`src/rtl/sha256_pkg.sv`:
```
// SHA-256 shared definitions: word type, round constants, IV and the
// combinational helpers used by the compression datapath.
package sha256_pkg;

  typedef logic [31:0] word_t;

  // a occupies the top word so the packed struct matches h_in/h_out packing
  typedef struct packed {
    word_t a;
    word_t b;
    word_t c;
    word_t d;
    word_t e;
    word_t f;
    word_t g;
    word_t h;
  } state_t;

  typedef enum logic [1:0] {
    ST_IDLE  = 2'd0,
    ST_ROUND = 2'd1,
    ST_FINAL = 2'd2
  } fsm_t;

  localparam word_t K [64] = '{
    32'h428a2f98, 32'h71374491, 32'hb5c0fbcf, 32'he9b5dba5, 32'h3956c25b, 32'h59f111f1, 32'h923f82a4, 32'hab1c5ed5,
    32'hd807aa98, 32'h12835b01, 32'h243185be, 32'h550c7dc3, 32'h72be5d74, 32'h80deb1fe, 32'h9bdc06a7, 32'hc19bf174,
    32'he49b69c1, 32'hefbe4786, 32'h0fc19dc6, 32'h240ca1cc, 32'h2de92c6f, 32'h4a7484aa, 32'h5cb0a9dc, 32'h76f988da,
    32'h983e5152, 32'ha831c66d, 32'hb00327c8, 32'hbf597fc7, 32'hc6e00bf3, 32'hd5a79147, 32'h06ca6351, 32'h14292967,
    32'h27b70a85, 32'h2e1b2138, 32'h4d2c6dfc, 32'h53380d13, 32'h650a7354, 32'h766a0abb, 32'h81c2c92e, 32'h92722c85,
    32'ha2bfe8a1, 32'ha81a664b, 32'hc24b8b70, 32'hc76c51a3, 32'hd192e819, 32'hd6990624, 32'hf40e3585, 32'h106aa070,
    32'h19a4c116, 32'h1e376c08, 32'h2748774c, 32'h34b0bcb5, 32'h391c0cb3, 32'h4ed8aa4a, 32'h5b9cca4f, 32'h682e6ff3,
    32'h748f82ee, 32'h78a5636f, 32'h84c87814, 32'h8cc70208, 32'h90befffa, 32'ha4506ceb, 32'hbef9a3f7, 32'hc67178f2
  };

  localparam state_t IV = {
    32'h6a09e667, 32'hbb67ae85, 32'h3c6ef372, 32'ha54ff53a,
    32'h510e527f, 32'h9b05688c, 32'h1f83d9ab, 32'h5be0cd19
  };

  function automatic word_t rotr(input word_t x, input int unsigned n);
    return (x >> n) | (x << (32 - n));
  endfunction

  function automatic word_t s0(input word_t x);
    return rotr(x, 7) ^ rotr(x, 18) ^ (x >> 3);
  endfunction

  function automatic word_t s1(input word_t x);
    return rotr(x, 17) ^ rotr(x, 19) ^ (x >> 10);
  endfunction

  function automatic word_t S0(input word_t x);
    return rotr(x, 2) ^ rotr(x, 13) ^ rotr(x, 22);
  endfunction

  function automatic word_t S1(input word_t x);
    return rotr(x, 6) ^ rotr(x, 11) ^ rotr(x, 25);
  endfunction

  function automatic word_t ch(input word_t e, input word_t f, input word_t g);
    return (e & f) ^ (~e & g);
  endfunction

  function automatic word_t maj(input word_t a, input word_t b, input word_t c);
    return (a & b) ^ (a & c) ^ (b & c);
  endfunction

  // One compression round: returns the new a..h
  function automatic state_t round(input state_t s, input word_t w, input word_t k);
    word_t  t1;
    word_t  t2;
    state_t r;
    t1  = s.h + S1(s.e) + ch(s.e, s.f, s.g) + k + w;
    t2  = S0(s.a) + maj(s.a, s.b, s.c);
    r.a = t1 + t2;
    r.b = s.a;
    r.c = s.b;
    r.d = s.c;
    r.e = s.d + t1;
    r.f = s.e;
    r.g = s.f;
    r.h = s.g;
    return r;
  endfunction

  // Word-wise modulo-2^32 sum used for the final chaining update
  function automatic state_t add_state(input state_t x, input state_t y);
    state_t r;
    r.a = x.a + y.a;
    r.b = x.b + y.b;
    r.c = x.c + y.c;
    r.d = x.d + y.d;
    r.e = x.e + y.e;
    r.f = x.f + y.f;
    r.g = x.g + y.g;
    r.h = x.h + y.h;
    return r;
  endfunction

endpackage

```
`src/rtl/sha256_block_if.sv`:
```
// Request/response bundle between the hash controller and sha256_block.
interface sha256_block_if;
  logic         start;
  logic [511:0] msg;
  logic [255:0] h_in;
  logic         busy;
  logic         done;
  logic [255:0] h_out;

  modport master (output start, output msg, output h_in,
                  input  busy,  input  done, input  h_out);

  modport slave  (input  start, input  msg, input  h_in,
                  output busy,  output done, output h_out);
endinterface

```
`src/rtl/sha256_wsched.sv`:
```
// Message schedule: 16-word sliding window holding W[t]..W[t+15].
// The oldest word is the current round's Wt; each shift appends W[t+16].
module sha256_wsched
  import sha256_pkg::*;
(
  input  logic         clk,
  input  logic         reset,
  input  logic         load,
  input  logic [511:0] msg,
  input  logic         shift,
  input  logic [5:0]   t,
  output word_t        wt
);

  word_t w [16];
  word_t w_next;

  // W[t+16] is only consumed while t <= 47; later rounds shift in zero
  // so the expansion adders stop toggling during the tail of the block.
  assign w_next = (t < 6'd48) ? (s1(w[14]) + w[9] + s0(w[1]) + w[0]) : '0;
  assign wt     = w[0];

  // Load the block on accept, then slide one word per round
  always_ff @(posedge clk or posedge reset) begin
    if (reset) begin
      for (int i = 0; i < 16; i++) w[i] <= '0;
    end else if (load) begin
      for (int i = 0; i < 16; i++) w[i] <= msg[511 - 32*i -: 32];
    end else if (shift) begin
      for (int i = 0; i < 15; i++) w[i] <= w[i+1];
      w[15] <= w_next;
    end
  end

endmodule

```
`src/rtl/sha256_block.sv`:
```
// Single-block SHA-256 compression, one round per clock, non-pipelined.
//
// state    | meaning
// ST_IDLE  | waiting for start; done holds its pulse for one cycle only
// ST_ROUND | 64 rounds, t = 0..63
// ST_FINAL | add chaining value, publish h_out, pulse done
module sha256_block
  import sha256_pkg::*;
#(
  parameter bit USE_IV = 1'b0
) (
  input  logic          clk,
  input  logic          reset,
  sha256_block_if.slave bus
);

  fsm_t       state;
  logic [5:0] t;
  state_t     work;
  state_t     hsave;
  state_t     h_sel;
  word_t      wt;
  logic       load;
  logic       shift;

  assign h_sel = USE_IV ? IV : state_t'(bus.h_in);
  assign load  = (state == ST_IDLE) && bus.start;
  assign shift = (state == ST_ROUND);

  sha256_wsched u_wsched (
    .clk   (clk),
    .reset (reset),
    .load  (load),
    .msg   (bus.msg),
    .shift (shift),
    .t     (t),
    .wt    (wt)
  );

  // Control FSM and a..h datapath with registered handshake outputs
  always_ff @(posedge clk or posedge reset) begin
    if (reset) begin
      state     <= ST_IDLE;
      t         <= '0;
      work      <= '0;
      hsave     <= '0;
      bus.busy  <= 1'b0;
      bus.done  <= 1'b0;
      bus.h_out <= '0;
    end else begin
      case (state)
        ST_IDLE: begin
          bus.done <= 1'b0;
          if (bus.start) begin
            hsave    <= h_sel;
            work     <= h_sel;
            t        <= '0;
            bus.busy <= 1'b1;
            state    <= ST_ROUND;
          end
        end
        ST_ROUND: begin
          work <= round(work, wt, K[t]);
          t    <= t + 6'd1;
          if (t == 6'd63) state <= ST_FINAL;
        end
        ST_FINAL: begin
          bus.h_out <= add_state(hsave, work);
          bus.done  <= 1'b1;
          bus.busy  <= 1'b0;
          state     <= ST_IDLE;
        end
        default: state <= ST_IDLE;
      endcase
    end
  end

endmodule

```
`src/flat_wrapper.sv`:
```
// flat-port wrapper written by rule: the top's interface ports become plain ports
module sha256_block_flat import sha256_pkg::*;
#(
  parameter bit USE_IV = 1'b0
)
  (clk, reset, bus_start, bus_msg, bus_h_in, bus_busy, bus_done, bus_h_out);
  sha256_block_if bus_i ();
  input  logic clk;
  input  logic reset;
  input wire logic [$bits(bus_i.start)-1:0] bus_start;
  input wire logic [$bits(bus_i.msg)-1:0] bus_msg;
  input wire logic [$bits(bus_i.h_in)-1:0] bus_h_in;
  output wire logic [$bits(bus_i.busy)-1:0] bus_busy;
  output wire logic [$bits(bus_i.done)-1:0] bus_done;
  output wire logic [$bits(bus_i.h_out)-1:0] bus_h_out;
  assign bus_i.start = bus_start;
  assign bus_i.msg = bus_msg;
  assign bus_i.h_in = bus_h_in;
  assign bus_busy = bus_i.busy;
  assign bus_done = bus_i.done;
  assign bus_h_out = bus_i.h_out;
  sha256_block #(.USE_IV(USE_IV)) u_core (.clk(clk), .reset(reset), .bus(bus_i));
endmodule
```
`config.mk`:
```
export PLATFORM = sky130hd
export DESIGN_NAME = sha256_block_flat
export DESIGN_NICKNAME = d
export VERILOG_FILES = /design/src/rtl/sha256_pkg.sv /design/src/rtl/sha256_block_if.sv /design/src/rtl/sha256_wsched.sv /design/src/rtl/sha256_block.sv /design/src/flat_wrapper.sv
export SDC_FILE = /design/constraint.sdc
export NUM_CORES = 2
export LEC_CHECK = 0
export CORE_MARGIN = 4
export CORE_UTILIZATION = 30
export CTS_CLUSTER_SIZE = 28
export DETAILED_ROUTE_END_ITERATION = 16
export GPL_TIMING_DRIVEN = 1
export SYNTH_ARGS = -nofsm -noshare
export SYNTH_HDL_FRONTEND = slang
export SYNTH_SLANG_ARGS = --single-unit
```
`constraint.sdc`:
```
create_clock -name clk -period 63.7 [get_ports clk]
set_input_delay 6.37 -clock clk [delete_from_list [all_inputs] [get_ports clk]]
set_output_delay 6.37 -clock clk [all_outputs]
set_load 0.01 [all_outputs]
```
==> flow_metrics.tcl <==
set metrics [dict create \
    outcome "completed" \
    drv_cap 0 \
    synth-edff-count 0 \
    crit_required_ps 64350 \
    drt_iter0_markers 7860 \
    relSlewSlack_pct 2.79 \
    avgRoutedWirePerCell_um 28.5 \
    yosysSeqAreaShare_pct 40.1 \
    cp_data_arrival_time_ps 11600 \
    synth_ff_type "dfrtp_1" \
    cts_buffers 158 \
    path_clk_slew_ps 60 \
    core_mm2 0.266 \
    synth_top_cell_by_area "dfrtp_1" \
    vias_per_cell 5.53 \
    synth_area_mm2 0.0804 \
    vias 74880 \
    postRouteAntennaNets 0 \
    post_cts_buffers 0 \
    setup_viol_count_final 0 \
    top_usage_layer "met2" \
    die_y_um 526 \
    fmax_mhz 91.4 \
    synthCells 9207 \
    clock_skew_ps 65.1 \
    fill_cells 26846 \
    synth_seq_cells 1290 \
    ys_async_sr_fraction_pct 100 \
    gr-usage-all-layers_pct 26.9 \
    htreeDepth 4 \
    syn-num-nets 10563 \
    avgSynthCellArea_um2 8.74 \
    drc_errors 0 \
    cts_tree "built" \
    fin_crit_ps 10950 \
    grt.met3_usage_pct 6.71 \
    use_met2_pct 43.0 \
    dpl_worst_slack_ps 52020 \
    rows 189 \
    clk_latency_ps 840 \
    dp_hpwl_um 299000 \
    yosys_warnings 0 \
    gp_congestion 0.966 \
    numPortBuffers 1028 \
    cts_hold_buf 0 \
    cts-root-buf "clkbuf_16" \
    design.die.area_mm2 0.276 \
    start_kind "input pin" \
    totalWireLength_um 386000 \
    grt_util_met1_pct 34.1 \
    end_kind "flop" \
    path_class "input pin to flop" \
    dr.pass1.iters 6 \
    synth_area_leaders "dfrtp_1, nand2_1, ha_1" \
    io-pin-count 1029 \
    dpl_cell_area_mm2 0.0936 \
    cts.sinks 1290 \
    ys_types 88 \
    nets 11190 \
    cp_max_fo 82 \
    min_period_over_period_pct 17.2 \
    drive_gt1_share_pct 4.35 \
    rsz0062_at_grt "no" \
    initial_core_util_pct 30.2 \
    grt_max_degree 270 \
    setup_tns_ps 0 \
    yosys.area.top_type_share_pct 40.1 \
    area_growth_pct 23.1 \
    tightestPinTransition_ps 1460 \
    worst_slack_ps 52750 \
    hp-class "flop to flop" \
    grt_pass1_wl_um 544000 \
    antenna_found_initial 92 \
    cts_buffer_depth 3 \
    hold_violations 0 \
    ctsResizeCount 0 \
    grt_pass1_vias 72871 \
    post-route-cell-area_mm2 0.0990 \
    finalMaxSlewViolations 0 \
    die_w_um 526 \
    gr-total-overflow 0 \
]
per-stage QoR:
| stage | util [%] | hold slack (ps) | cells |
|---|---|---|---|
| 2_1_floorplan | - | 450 | 9207 |
| 3_3_place_gp | 35.2 | 457 | 13207 |
| 3_5_place_dp | 35.2 | 464 | 13207 |
| 4_1_cts | 37.2 | 477 | 13493 |
| 5_1_grt | 37.2 | 494 | 13517 |
| 6_report | 37.2 | 473 | 13530 |
state kept, by name, indices dropped and copies added (netlist names):
register and count:
u_core.bus.busy 1, u_core.bus.done 1, u_core.bus.h_out 256, u_core.hsave 256
u_core.state 2, u_core.t 6, u_core.u_wsched.w 480, u_core.u_wsched.wt 32
u_core.work 256
cell usage in the layout, fill, tap and decap left out, types with 40 or more instances in the layout:
| cell type | instances |
|---|---|
| a211oi_1 | 70 |
| a21o_1 | 170 |
| a21oi_1 | 563 |
| a22oi_1 | 313 |
| a31oi_1 | 250 |
| and3_1 | 42 |
| buf_4 | 84 |
| clkbuf_16 | 160 |
| clkdlybuf4s50_1 | 1027 |
| dfrtp_1 | 1285 |
| fa_1 | 195 |
| ha_1 | 390 |
| inv_1 | 341 |
| mux2i_1 | 42 |
| nand2_1 | 1900 |
| nand2b_1 | 52 |
| nand3_1 | 80 |
| nor2_1 | 372 |
| nor3_1 | 85 |
| o211ai_1 | 58 |
| o21a_1 | 40 |
| o21ai_0 | 721 |
| o21bai_1 | 57 |
| o22ai_1 | 475 |
| xnor2_1 | 372 |
| xor2_1 | 194 |
worst paths after layout:
kind	from	endpoint	slack, ps	depth (start not counted)
min reg2reg	u_core.bus.h_out[231]	u_core.bus.h_out[231]	470	2
max	bus_start	u_core.hsave[65]	52750	8
min in group asynchronous	reset	u_core.u_wsched.w[157]	6150	2
max in group asynchronous	reset	u_core.bus.h_out[69]	53510	6
min	u_core.bus.h_out[231]	u_core.bus.h_out[231]	470	2
max reg2reg	u_core.t[1]	u_core.work[255]	53780	36
cell usage after synthesis, types with 57 or more instances:
cell type	number
clkbuf_1	612
nor3_1	85
dfrtp_1	1290
nand3_1	80
a31oi_1	250
a211oi_1	70
a21oi_1	563
nor2_1	376
ha_1	390
xor2_1	194
o22ai_1	475
a22oi_1	313
o21bai_1	57
nand2_1	1904
o21ai_0	721
fa_1	195
inv_1	344
o211ai_1	58
a21o_1	170
xnor2_1	372
cell families (layout without fill, tap and decap cells):
logic type	after synthesis	in the layout	synth area share, %
XOR/XNOR	566	566	6.16
AND/OR/NAND/NOR	2729	2729	14.0
multiplexers	54	54	0.733
flip-flops	1290	1290	40.1
adder cells (fa/ha/maj)	607	607	11.2
buffers and inverters	999	1752	4.67
AO/OA/AOI/OAI	2962	2962	23.1
other	0	37	0
routing by layer:
layer | routed length, µm | share of wire (%)
met2 | 177000 | 46
met5 | 426 | 0.11
met4 | 19700 | 5.1
met1 | 156000 | 40
met3 | 32900 | 8.5
worst max-delay path, cell delays in order:
cell and delay [ps]:
clkbuf_8 280, nand2_4 390, nor2_4 850, buf_4 670
buf_4 820, buf_4 800, buf_4 840, o21ai_0 190
layout make-up:
class | count | area, µm² | share of cell area [%]
multi-input cells | 6918 | 44500 | 44.9
well taps | 3533 | 4420 | 4.46
clock buffers | 228 | 4560 | 4.60
inverters | 345 | 1320 | 1.33
repair buffers | 1121 | 11100 | 11.2
flip-flops and latches | 1290 | 32300 | 32.6
clock inverters | 58 | 753 | 0.761
diodes | 37 | 92.6 | 0.0935
Power is left out: the tool's default activity adds up to more than one toggle a clock period on the data nets, which glitch-free logic cannot reach.
